**src/rtl/ddrphy_lanectrl_pkg.sv**
```systemverilog
// Shared encodings for the DDR PHY lane delay-line sequencer: command ops, completion codes,
// sequencer states and the pause-window length.
package ddrphy_lanectrl_pkg;

  localparam logic [1:0] OpMove = 2'b00;
  localparam logic [1:0] OpLoad = 2'b01;

  localparam logic [1:0] ErrOk     = 2'b00;
  localparam logic [1:0] ErrBadCmd = 2'b01;
  localparam logic [1:0] ErrSat    = 2'b10;
  localparam logic [1:0] ErrOor    = 2'b11;

  typedef enum logic [2:0] {
    StIdle,
    StPre,
    StAct,
    StGap,
    StPost,
    StDone
  } state_e;

  function automatic int unsigned pause_cyc(input int unsigned ext);
    return 32'd2 + 32'd2 * ext;
  endfunction

endpackage

```
**src/rtl/ddrphy_tap_tracker.sv**
```systemverilog
// Per-lane RX/TX tap-position counters. Saturate at 0 and all-ones; the last single-step change
// can be reverted once when the PHY reports the delay line out of range.
module ddrphy_tap_tracker #(
  parameter int unsigned NumCnt  = 2,
  parameter int unsigned TapW    = 8,
  parameter int unsigned InitVal = 1,
  parameter int unsigned IdxW    = 1
) (
  input  logic                     clk_i,
  input  logic                     rst_i,
  input  logic                     inc_i,
  input  logic                     dec_i,
  input  logic                     load_i,
  input  logic                     undo_i,
  input  logic [IdxW-1:0]          idx_i,
  output logic [NumCnt*TapW-1:0]   pos_o,
  output logic                     at_max_o,
  output logic                     at_min_o
);

  logic [TapW-1:0] pos_q [NumCnt];
  logic [TapW-1:0] pos_d [NumCnt];
  logic [TapW-1:0] prev_q, prev_d;
  logic [TapW-1:0] cur, nxt;
  logic            upd;

  always_comb begin
    cur = '0;
    for (int i = 0; i < NumCnt; i++) begin
      if (idx_i == IdxW'(i)) cur = pos_q[i];
    end
  end

  assign at_max_o = (cur == {TapW{1'b1}});
  assign at_min_o = (cur == '0);

  always_comb begin
    nxt    = cur;
    upd    = 1'b1;
    prev_d = prev_q;
    if (inc_i && !at_max_o) begin
      nxt = cur + 1'b1;
    end else if (dec_i && !at_min_o) begin
      nxt = cur - 1'b1;
    end else if (load_i) begin
      nxt = TapW'(InitVal);
    end else if (undo_i) begin
      nxt = prev_q;
    end else begin
      upd = 1'b0;
    end
    // Remember the pre-change value so an out-of-range report can roll it back.
    if (upd && !undo_i) prev_d = cur;
    for (int i = 0; i < NumCnt; i++) begin
      pos_d[i] = (upd && (idx_i == IdxW'(i))) ? nxt : pos_q[i];
    end
  end

  always_ff @(posedge clk_i) begin
    if (rst_i) begin
      for (int i = 0; i < NumCnt; i++) pos_q[i] <= TapW'(InitVal);
      prev_q <= TapW'(InitVal);
    end else begin
      for (int i = 0; i < NumCnt; i++) pos_q[i] <= pos_d[i];
      prev_q <= prev_d;
    end
  end

  for (genvar g = 0; g < NumCnt; g++) begin : g_flat
    assign pos_o[g*TapW +: TapW] = pos_q[g];
  end

endmodule

```
**src/rtl/ddrphy_lane_dly_seq.sv**
```systemverilog
// Fabric-side sequencer driving per-lane LANECTRL delay-line strobes inside an HS_IO_CLK_PAUSE
// window, with RX/TX tap tracking, saturation and out-of-range abort.
module ddrphy_lane_dly_seq
  import ddrphy_lanectrl_pkg::*;
#(
  parameter int unsigned NUM_LANES      = 1,
  parameter int unsigned TAP_W          = 8,
  parameter int unsigned DELAY_VAL_INIT = 1,
  parameter int unsigned PAUSE_EXT      = 0,
  parameter int unsigned MOVE_GAP       = 4,
  localparam int unsigned LANE_IDX_W    = (NUM_LANES > 1) ? $clog2(NUM_LANES) : 1
) (
  input  logic                         FAB_CLK,
  input  logic                         RESET,
  input  logic                         CMD_VALID,
  output logic                         CMD_READY,
  input  logic [LANE_IDX_W-1:0]        CMD_LANE,
  input  logic [1:0]                   CMD_OP,
  input  logic                         CMD_SEL,
  input  logic                         CMD_DIR,
  input  logic [7:0]                   CMD_COUNT,
  output logic                         DONE,
  output logic                         ERR,
  output logic [1:0]                   ERR_CODE,
  input  logic [NUM_LANES-1:0]         RX_OOR,
  input  logic [NUM_LANES-1:0]         TX_OOR,
  output logic [NUM_LANES-1:0]         HS_IO_CLK_PAUSE,
  output logic [NUM_LANES-1:0]         DELAY_LINE_SEL,
  output logic [NUM_LANES-1:0]         DELAY_LINE_DIRECTION,
  output logic [NUM_LANES-1:0]         DELAY_LINE_MOVE,
  output logic [NUM_LANES-1:0]         DELAY_LINE_LOAD,
  output logic [2*NUM_LANES*TAP_W-1:0] TAP_POS
);

  localparam int unsigned PauseCyc  = pause_cyc(PAUSE_EXT);
  localparam logic [15:0] PauseLast = 16'(PauseCyc - 1);
  localparam logic [15:0] GapLast   = 16'(MOVE_GAP - 1);
  localparam int unsigned IdxW      = LANE_IDX_W + 1;

  state_e                  state_q, state_d;
  logic [15:0]             cnt_q, cnt_d;
  logic [7:0]              rem_q, rem_d;
  logic [LANE_IDX_W-1:0]   lane_q, lane_d;
  logic [1:0]              op_q, op_d;
  logic [1:0]              err_q, err_d;
  logic                    sel_q, sel_d;
  logic                    dir_q, dir_d;
  logic [NUM_LANES-1:0]    line_sel_q, line_sel_d;
  logic [NUM_LANES-1:0]    line_dir_q, line_dir_d;
  logic [NUM_LANES-1:0]    lane_oh;
  logic                    at_max, at_min, sat, oor_sel, bad_cmd;
  logic                    move_fire, load_fire, gap_end;

  always_comb begin
    lane_oh = '0;
    for (int i = 0; i < NUM_LANES; i++) lane_oh[i] = (lane_q == LANE_IDX_W'(i));
  end

  assign sat     = dir_q ? at_max : at_min;
  assign oor_sel = |(lane_oh & (sel_q ? TX_OOR : RX_OOR));
  assign gap_end = (state_q == StGap) && (cnt_q == '0);
  assign bad_cmd = (32'(CMD_LANE) >= NUM_LANES) || CMD_OP[1];

  always_ff @(posedge FAB_CLK) begin
    if (RESET) state_q <= StIdle;
    else       state_q <= state_d;
  end

  always_ff @(posedge FAB_CLK) begin
    if (RESET) begin
      cnt_q      <= '0;
      rem_q      <= '0;
      lane_q     <= '0;
      op_q       <= OpMove;
      err_q      <= ErrOk;
      sel_q      <= 1'b0;
      dir_q      <= 1'b0;
      line_sel_q <= '0;
      line_dir_q <= '0;
    end else begin
      cnt_q      <= cnt_d;
      rem_q      <= rem_d;
      lane_q     <= lane_d;
      op_q       <= op_d;
      err_q      <= err_d;
      sel_q      <= sel_d;
      dir_q      <= dir_d;
      line_sel_q <= line_sel_d;
      line_dir_q <= line_dir_d;
    end
  end

  always_comb begin
    state_d    = state_q;
    cnt_d      = cnt_q;
    rem_d      = rem_q;
    lane_d     = lane_q;
    op_d       = op_q;
    err_d      = err_q;
    sel_d      = sel_q;
    dir_d      = dir_q;
    line_sel_d = line_sel_q;
    line_dir_d = line_dir_q;
    unique case (state_q)
      StIdle: begin
        if (CMD_VALID) begin
          lane_d = CMD_LANE;
          op_d   = CMD_OP;
          sel_d  = CMD_SEL;
          dir_d  = CMD_DIR;
          rem_d  = (CMD_OP == OpMove) ? CMD_COUNT : 8'd0;
          err_d  = ErrOk;
          if (bad_cmd) begin
            err_d   = ErrBadCmd;
            state_d = StDone;
          end else if (CMD_OP == OpMove && CMD_COUNT == 8'd0) begin
            state_d = StDone;
          end else begin
            state_d = StPre;
            cnt_d   = PauseLast;
            for (int i = 0; i < NUM_LANES; i++) begin
              if (CMD_LANE == LANE_IDX_W'(i)) begin
                line_sel_d[i] = CMD_SEL;
                line_dir_d[i] = CMD_DIR;
              end
            end
          end
        end
      end
      StPre: begin
        if (cnt_q == '0) state_d = StAct;
        else             cnt_d   = cnt_q - 1'b1;
      end
      StAct: begin
        if (op_q == OpMove && sat) begin
          err_d   = ErrSat;
          state_d = StPost;
          cnt_d   = PauseLast;
        end else begin
          if (op_q == OpMove) rem_d = rem_q - 1'b1;
          state_d = StGap;
          cnt_d   = GapLast;
        end
      end
      StGap: begin
        if (cnt_q != '0) begin
          cnt_d = cnt_q - 1'b1;
        end else if (oor_sel) begin
          err_d   = ErrOor;
          state_d = StPost;
          cnt_d   = PauseLast;
        end else if (rem_q != '0) begin
          state_d = StAct;
        end else begin
          state_d = StPost;
          cnt_d   = PauseLast;
        end
      end
      StPost: begin
        if (cnt_q == '0) state_d = StDone;
        else             cnt_d   = cnt_q - 1'b1;
      end
      StDone:  state_d = StIdle;
      default: state_d = StIdle;
    endcase
  end

  always_comb begin
    CMD_READY       = (state_q == StIdle) && !RESET;
    move_fire       = (state_q == StAct) && (op_q == OpMove) && !sat;
    load_fire       = (state_q == StAct) && (op_q == OpLoad);
    HS_IO_CLK_PAUSE = '0;
    if (state_q inside {StPre, StAct, StGap, StPost}) HS_IO_CLK_PAUSE = lane_oh;
    DELAY_LINE_MOVE = move_fire ? lane_oh : '0;
    DELAY_LINE_LOAD = load_fire ? lane_oh : '0;
    DONE            = (state_q == StDone);
    ERR_CODE        = DONE ? err_q : ErrOk;
    ERR             = DONE && (err_q != ErrOk);
  end

  assign DELAY_LINE_SEL       = line_sel_q;
  assign DELAY_LINE_DIRECTION = line_dir_q;

  ddrphy_tap_tracker #(
    .NumCnt  (2 * NUM_LANES),
    .TapW    (TAP_W),
    .InitVal (DELAY_VAL_INIT),
    .IdxW    (IdxW)
  ) u_tap_tracker (
    .clk_i    (FAB_CLK),
    .rst_i    (RESET),
    .inc_i    (move_fire && dir_q),
    .dec_i    (move_fire && !dir_q),
    .load_i   (load_fire),
    .undo_i   (gap_end && oor_sel),
    .idx_i    ({lane_q, sel_q}),
    .pos_o    (TAP_POS),
    .at_max_o (at_max),
    .at_min_o (at_min)
  );

endmodule
```
**config.mk**
```make
export PLATFORM = sky130hd
export DESIGN_NAME = ddrphy_lane_dly_seq
export DESIGN_NICKNAME = d
export VERILOG_FILES = /design/src/rtl/ddrphy_lanectrl_pkg.sv /design/src/rtl/ddrphy_tap_tracker.sv /design/src/rtl/ddrphy_lane_dly_seq.sv
export SDC_FILE = /design/constraint.sdc
export NUM_CORES = 1
export LEC_CHECK = 0
export CORE_ASPECT_RATIO = 1.4
export CORE_MARGIN = 4
export CORE_UTILIZATION = 35
export DETAILED_ROUTE_END_ITERATION = 10
export PLACE_DENSITY = 0.5
export SLEW_MARGIN = 0
export SYNTH_ARGS = -nofsm -noshare
export SYNTH_HDL_FRONTEND = slang
export SYNTH_SLANG_ARGS = --single-unit
```
**constraint.sdc**
```tcl
create_clock -name FAB_CLK -period 3.1 [get_ports FAB_CLK]
set_input_delay 0.31 -clock FAB_CLK [delete_from_list [all_inputs] [get_ports FAB_CLK]]
set_output_delay 0.31 -clock FAB_CLK [all_outputs]
set_load 0.02 [all_outputs]
```
==> metrics.md, run 1 <==
| Metric | Value |
|---|---|
| Pin count of the biggest net entering global routing | 55 |
| Total leakage power | 1.788 nW |
| Commonest cells post-synth | nor2_1 (70), dfxtp_1 (60), a21oi_1 (42) |
| Ordered cell list for the critical path | or3b_1, nor3b_1, and2_1, clkdlybuf4s50_1 |
| Status | complete, no violations |
| Clock sink count | 60 |
| RR Startpoint | cnt_q[2] |
| Post-route cell area | 4753 sq um |
| CP max FO | 13 |
| WL/cell | between 15 and 20 um |
| Via count | 3,662 |
| Post-synthesis cell area | 3725 sq um |
| Synth top area share | 32.25% |
| Total Wirelength | roughly 11,000 um |
| Crit path launch type | flop |
| R2R Path End | u_tap_tracker.pos_q[0][8] |
| Setup-failing EPs final | 0 |
| Dpl cell area | between 4000 and 5000 sq um |
| Syn Inst Count | 470 |
| Clock skew | 0.008923 ns |
| Vias in the first global route | 3,651 |
| Initial DRC Count | between 100 and 150 |
| Die Y | ~130 um |
| CP endpoint kind | primary output |
| CTS tree | built |
| Final hold violations | 0 |
| Reg clk slew, reported paths | 0.05 ns |
| Rel. slew slack | 52.35% |
| Share of flip-flops with an asynchronous set or reset | 0% |
| Worst Hold Class | flop to flop |
| Skew-Pair Late Insertion Delay | 0.33 ns |
| Port bufs | 43 |
| Routed vias/inst | ~5.5 |
| Reg2Reg Depth | 9 |
| DPL Wire Length | 8037 um |
| Period utilization | 87.06% |
| Hold_buf cts | 0 |
| First-pass GRT wire length | 18,040 um |
| Top-count cell post-synth | nor2_1 |
| IO Count | 44 |
| Routability congestion estimate | 0.9288 |
| Overflow left after global routing | 0 |
| Clock root buffer | clkbuf_16 |
| Final TNS setup | 0 ns |
| Clock Path Buffers | 2 |
| Rows | 44 |
| R2R Setup Slk | approximately 0.41 ns |
| CTS H-tree depth | 3 |
| Kind of critical path | flop to primary output |
| Biggest area consumer among synthesized cells | dfxtp_1 |
| Max Cap Viol | 0 |
| Hold Path Origin | DELAY_LINE_SEL |
| Drc violations | 0 |
| CTS Buf Count | 9 |
| Seq/Total Area, Yosys | 32.25% |
| Max incr delay on CP | 0.60 ns |
| Fin crit period | between 2 and 3 ns |
| WP data required | 2.79 ns |
| Power Density | 819.3 nW/um^2 |
| Hold Path Stages | 2 |
| Synthesized net count | 491 |
| GR Util All Layers | 18.75% |
| ANT nets after route | 0 |
| Layout cells sized above 1 | roughly an eighth |
| DIE WIDTH | 95.19 um |
| Mean post-synth cell area | 7.925 sq um |
| F_max | 370.5 MHz |
| Netlist cell types | 68 |
| Critical path arrival | between 2 and 2.5 ns |
| Synth area leaders | dfxtp_1 (32%), mux2i_1 (7.3%), nor2_1 (7.1%), a21oi_1 (5.6%), nor3_1 (3.0%) |
| VDD IR max | 0.0002786 V |
| Synth Register Bits | 60 |
| Synth warn | 0 |
| Slew Viols, Final | 0 |
| Post-synth EDFFs | 0 |
| Starting density of the core | between 30% and 40% |
| Slowest-stage cell, CP | clkdlybuf4s50_1 |
| Filler cell count | 1,044 |
| Least-Margin Pin Slew | 0.7093 ns |
| Area delta synth->final | 27.61% |
| Ys flop type | dfxtp_1 |
| Nets | 541 |
| Hold endpoint | DELAY_LINE_SEL |
| Initial antenna violation count | 0 |
| Core Box Area | 10,410 sq um |
| Die area | about 12,000 sq um |
| Number of diodes | 0 |
| RSZ-0062 raised after global routing | false |
| DRT Pass-1 Iters | 6 |
kinds of logic after synthesis:
kind of cell / share of synthesized area [%]
buffers and inverters: 4.972
AO/OA/AOI/OAI: 21.73
XOR/XNOR: 3.292
flip-flops: 32.25
multiplexers: 7.860
AND/OR/NAND/NOR: 28.89
adder cells (fa/ha/maj): 1.008
sequential cells by signal (all words and copies together) (netlist names), 2 cells and up:
signal	count
cnt_q	16
u_tap_tracker.pos_q	16
rem_q	8
u_tap_tracker.prev_q	8
state_q	3
err_q	2
op_q	2
per-layer routing:
metal	vias to the layer above	track usage, %	wire length [um]
met5	-	0	0
met4	0	7.562	244
met3	17	3.345	435
met2	83	32.12	5605
met1	1736	22.98	4742
li1	1826	-	-
cell usage in the layout, fill, tap and decap left out, types with 13 or more instances in the layout:
master,count
nor3_1,22
a211oi_1,13
nand2_1,16
nor2_1,70
dfxtp_1,59
a21oi_1,42
nand3_1,15
mux2i_1,26
clkdlybuf4s50_1,41
buf_4,27
through the flow:
stage | hold WS [ns] | instances | utilization [%] | worst slack (ns) | total power [W]
6_report | 0.4614 | 662 | 45.68 | 0.4011 | 0.003895
5_1_grt | 0.4972 | 662 | 45.68 | 0.2350 | 0.004153
4_1_cts | 0.4721 | 662 | 45.66 | 0.07844 | 0.003925
3_5_place_dp | 0.4557 | 647 | 42.20 | 0.1842 | 0.002737
3_3_place_gp | 0.4461 | 647 | 42.20 | 0.2152 | 0.002714
2_1_floorplan | 0.4366 | 470 | - | 0.5820 | 0.002300
timing repair:
item | CTS | global route
pin swaps | 0 | 0
setup buffers | 0 | 0
setup endpoints to repair | 1 | 1
resized for setup | 5 | 1
worst max-delay path: cells and delay by family (launching register included):
family | cells | cell delay, ns
buffers and inverters | 1 | 0.60
flip-flops | 1 | 0.43
AND/OR/NAND/NOR | 3 | 1.03
where the power goes:
group          internal (W)  switching (W)
sequential         0.000895       0.000123
clock              0.000802       0.000358
combinational      0.000721       0.000994
cell type report:
cell class	instances	area, sq um	share of cell area [%]
Multi-Input combinational cell	370	2357	49.59
Sequential cell	60	1202	25.30
Timing Repair Buffer	71	650.6	13.69
Clock buffer	11	242.7	5.107
Tap cell	138	172.7	3.633
Clock inverter	4	97.59	2.053
Inverter	8	30.03	0.6317
worst max path at each step:
stage / endpoint / slack [ns] / start
floorplan: cnt_q[7] / 0.58 / cnt_q[2]
global placement: cnt_q[5] / 0.22 / CMD_COUNT[4]
global route: u_tap_tracker.pos_q[0][14] / 0.24 / sel_q
detailed placement: cnt_q[13] / 0.18 / CMD_COUNT[4]
CTS: DELAY_LINE_MOVE / 0.08 / sel_q
finish: DELAY_LINE_LOAD / 0.40 / state_q[0]
(Power assumes the default switching activity.)
==> inputs of run 2 (changes only) <==
Settings changed: CTS_BUF_LIST from default to sky130_fd_sc_hd__clkbuf_8 sky130_fd_sc_hd__clkbuf_16.
==> run 2 against run 1 <==
Effect of this change:
- flip-flop and latch count is the same
- via count shrank 0.16%
- routed wire length is essentially flat
- critical path type unchanged
- maximum frequency is essentially flat
- critical endpoint unchanged
- worst setup slack is essentially flat
- total power shrank 0.13%
- largest cell class unchanged
- design area is the same
- non-clock buffer count is the same
- global-route usage is the same
- critical path depth is the same
- highest routed layer unchanged
- sequential share of layout area is the same
- count of clock-buffer cells in the layout shrank 1
==> metrics.md, run 2 (synthesis results as in run 1) <==
| Metric | Value |
|---|---|
| Vias in the first global route | 3,651 (unchanged) |
| Via count | 3,656 (-0.16%) |
| Kind of critical path | flop to primary output |
| Commonest non-fill, non-tap cell in the layout | nor2_1 |
| CTS H-tree depth | 3 (unchanged) |
| Setup-failing EPs final | 0 (unchanged) |
| CP max FO | 13 (unchanged) |
| Period utilization | 87.07% (about the same) |
| CTS Buf Count | 9 (unchanged) |
| Fin crit period | 2.699 ns (+0.0003690 ns) |
| CP endpoint kind | primary output |
| Die area | 12,380 sq um (unchanged) |
| Fin Hold WS | 0.4614 ns (unchanged) |
| IO Count | 44 (unchanged) |
| Overflow left after global routing | 0 (unchanged) |
| Reg clk slew, reported paths | 0.05 ns (about the same) |
| Area of the multi-input gates | 2357 sq um (unchanged) |
| Met3 GRT Util | 3.345% (unchanged) |
| Initial antenna violation count | 0 (unchanged) |
| RSZ-0062 raised after global routing | false |
| WL/cell | 16.65 um (about the same) |
| Biggest regs | cnt_q (16), u_tap_tracker.pos_q (16) |
| Hold_buf cts | 0 (unchanged) |
| Area delta synth->final | 27.61% (unchanged) |
| Nets | 541 (unchanged) |
| Routing usage on met2 | 32.12% (unchanged) |
| Final hold violations | 0 (unchanged) |
| Clock Path Buffers | 2 (unchanged) |
| Filler cell count | 1,044 (unchanged) |
| Hold Path Origin | DELAY_LINE_SEL |
| CTS tree | built |
| Die Y | 130.1 um (unchanged) |
| Pin count of the biggest net entering global routing | 55 (unchanged) |
| ANT nets after route | 0 (unchanged) |
| Max Cap Viol | 0 (unchanged) |
| Least-Margin Pin Slew | 0.7124 ns (+0.003057 ns) |
| DPL Wire Length | 8037 um (unchanged) |
| Port bufs | 43 (unchanged) |
| Drc violations | 0 (unchanged) |
| Rows | 44 (unchanged) |
| WP data required | 2.79 ns (about the same) |
| GR met1 Demand/Resource | 22.98% (unchanged) |
| CP Launch Point | state_q[0] |
| Routability congestion estimate | 0.9288 (unchanged) |
| VDD IR max | 0.0002786 V (about the same) |
| Starting density of the core | 35.80% (unchanged) |
| DIE WIDTH | 95.19 um (unchanged) |
| Total leakage power | 1.792 nW (+0.23%) |
| Worst Hold Class | flop to flop |
| First-pass GRT wire length | 18,040 um (unchanged) |
| Status | complete, no violations |
| Crit path launch type | flop |
| Initial DRC Count | 127 (unchanged) |
| DRT Pass-1 Iters | 6 (unchanged) |
| F_max | 370.5 MHz (about the same) |
| Final TNS setup | 0 ns (unchanged) |
| Number of diodes | 0 (unchanged) |
| Total Wirelength | 11,020 um (about the same) |
| Final core occ | 45.68% (unchanged) |
| Skew-Pair Late Insertion Delay | 0.33 ns (about the same) |
| Rel. slew slack | 52.14% (-0.21 points) |
| RR Startpoint | cnt_q[2] |
| Power Density | 818.2 nW/um^2 (-0.13%) |
| Clock skew | 0.007856 ns (-0.001067 ns) |
| Routed vias/inst | 5.523 (-0.16%) |
| Core Box Area | 10,410 sq um (unchanged) |
| GR peak layer | met2 |
| Commonest non-fill, non-tap cells in the layout | nor2_1 (70), dfxtp_1 (59), a21oi_1 (42) |
| Layout cells sized above 1 | 12.40% (unchanged) |
| Slew Viols, Final | 0 (unchanged) |
| FF/Latch Area | 1202 sq um (unchanged) |
| Critical path arrival | 2.39 ns (about the same) |
| Clock root buffer | clkbuf_16 |
| Clock sink count | 60 (unchanged) |
| GR Util All Layers | 18.75% (unchanged) |
run 2: changes by cell type in the layout (fill, tap and decap cells not counted):
cell | previous run | this run
clkbuf_1 | 1 | 0
inv_1 | 7 | 8
run 2: layout make-up:
cell class	count	share of cell area [%]
multi-input cells	370	49.59
flip-flops and latches	60	25.30
repair buffers	71	13.69
clock buffers	10	5.028
well taps	138	3.633
clock inverters	5	2.132
inverters	8	0.6317
run 2: path summary, 6_finish.rpt:
check,endpoint,slack [ns],depth (start not counted)
setup reg to reg,u_tap_tracker.pos_q[0][8],0.41,9
setup / recovery,DELAY_LINE_LOAD,0.40,4
hold / removal,DELAY_LINE_SEL,0.46,2
hold reg to reg,DELAY_LINE_SEL,0.46,2
run 2: what timing repair did:
action	in CTS	in global routing
setup buffers	0	0
setup endpoints to repair	1	1
gates resized for setup	5	1
run 2: power by group:
part           internal [W]  switching (W)
logic              0.000721       0.000994
clock network      0.000799       0.000357
registers          0.000895       0.000123
total               0.00242        0.00147
run 2: worst max-delay path, stage by stage, from the launching register on:
cell and delay, ns:
dfxtp_1 0.43, or3b_1 0.46, nor3b_1 0.38, and2_1 0.19, clkdlybuf4s50_1 0.60
run 2: per-stage QoR:
step | cell area [sq um] | total power [W] | cells | setup slack (ns)
after detailed placement | 4390 | 0.002737 | 647 | 0.1842
final | 4753 | 0.003889 | 662 | 0.4007
after CTS | 4751 | 0.003922 | 662 | 0.07844
after global routing | 4753 | 0.004150 | 662 | 0.2350
after floorplan | 3725 | 0.002300 | 470 | 0.5820
after global placement | 4390 | 0.002714 | 647 | 0.2152
run 2: per-layer routing:
layer,vias up,share of wire (%)
met2,80,51
met4,0,2.2
met1,1733,43
met3,17,3.7
met5,-,0
li1,1826,-
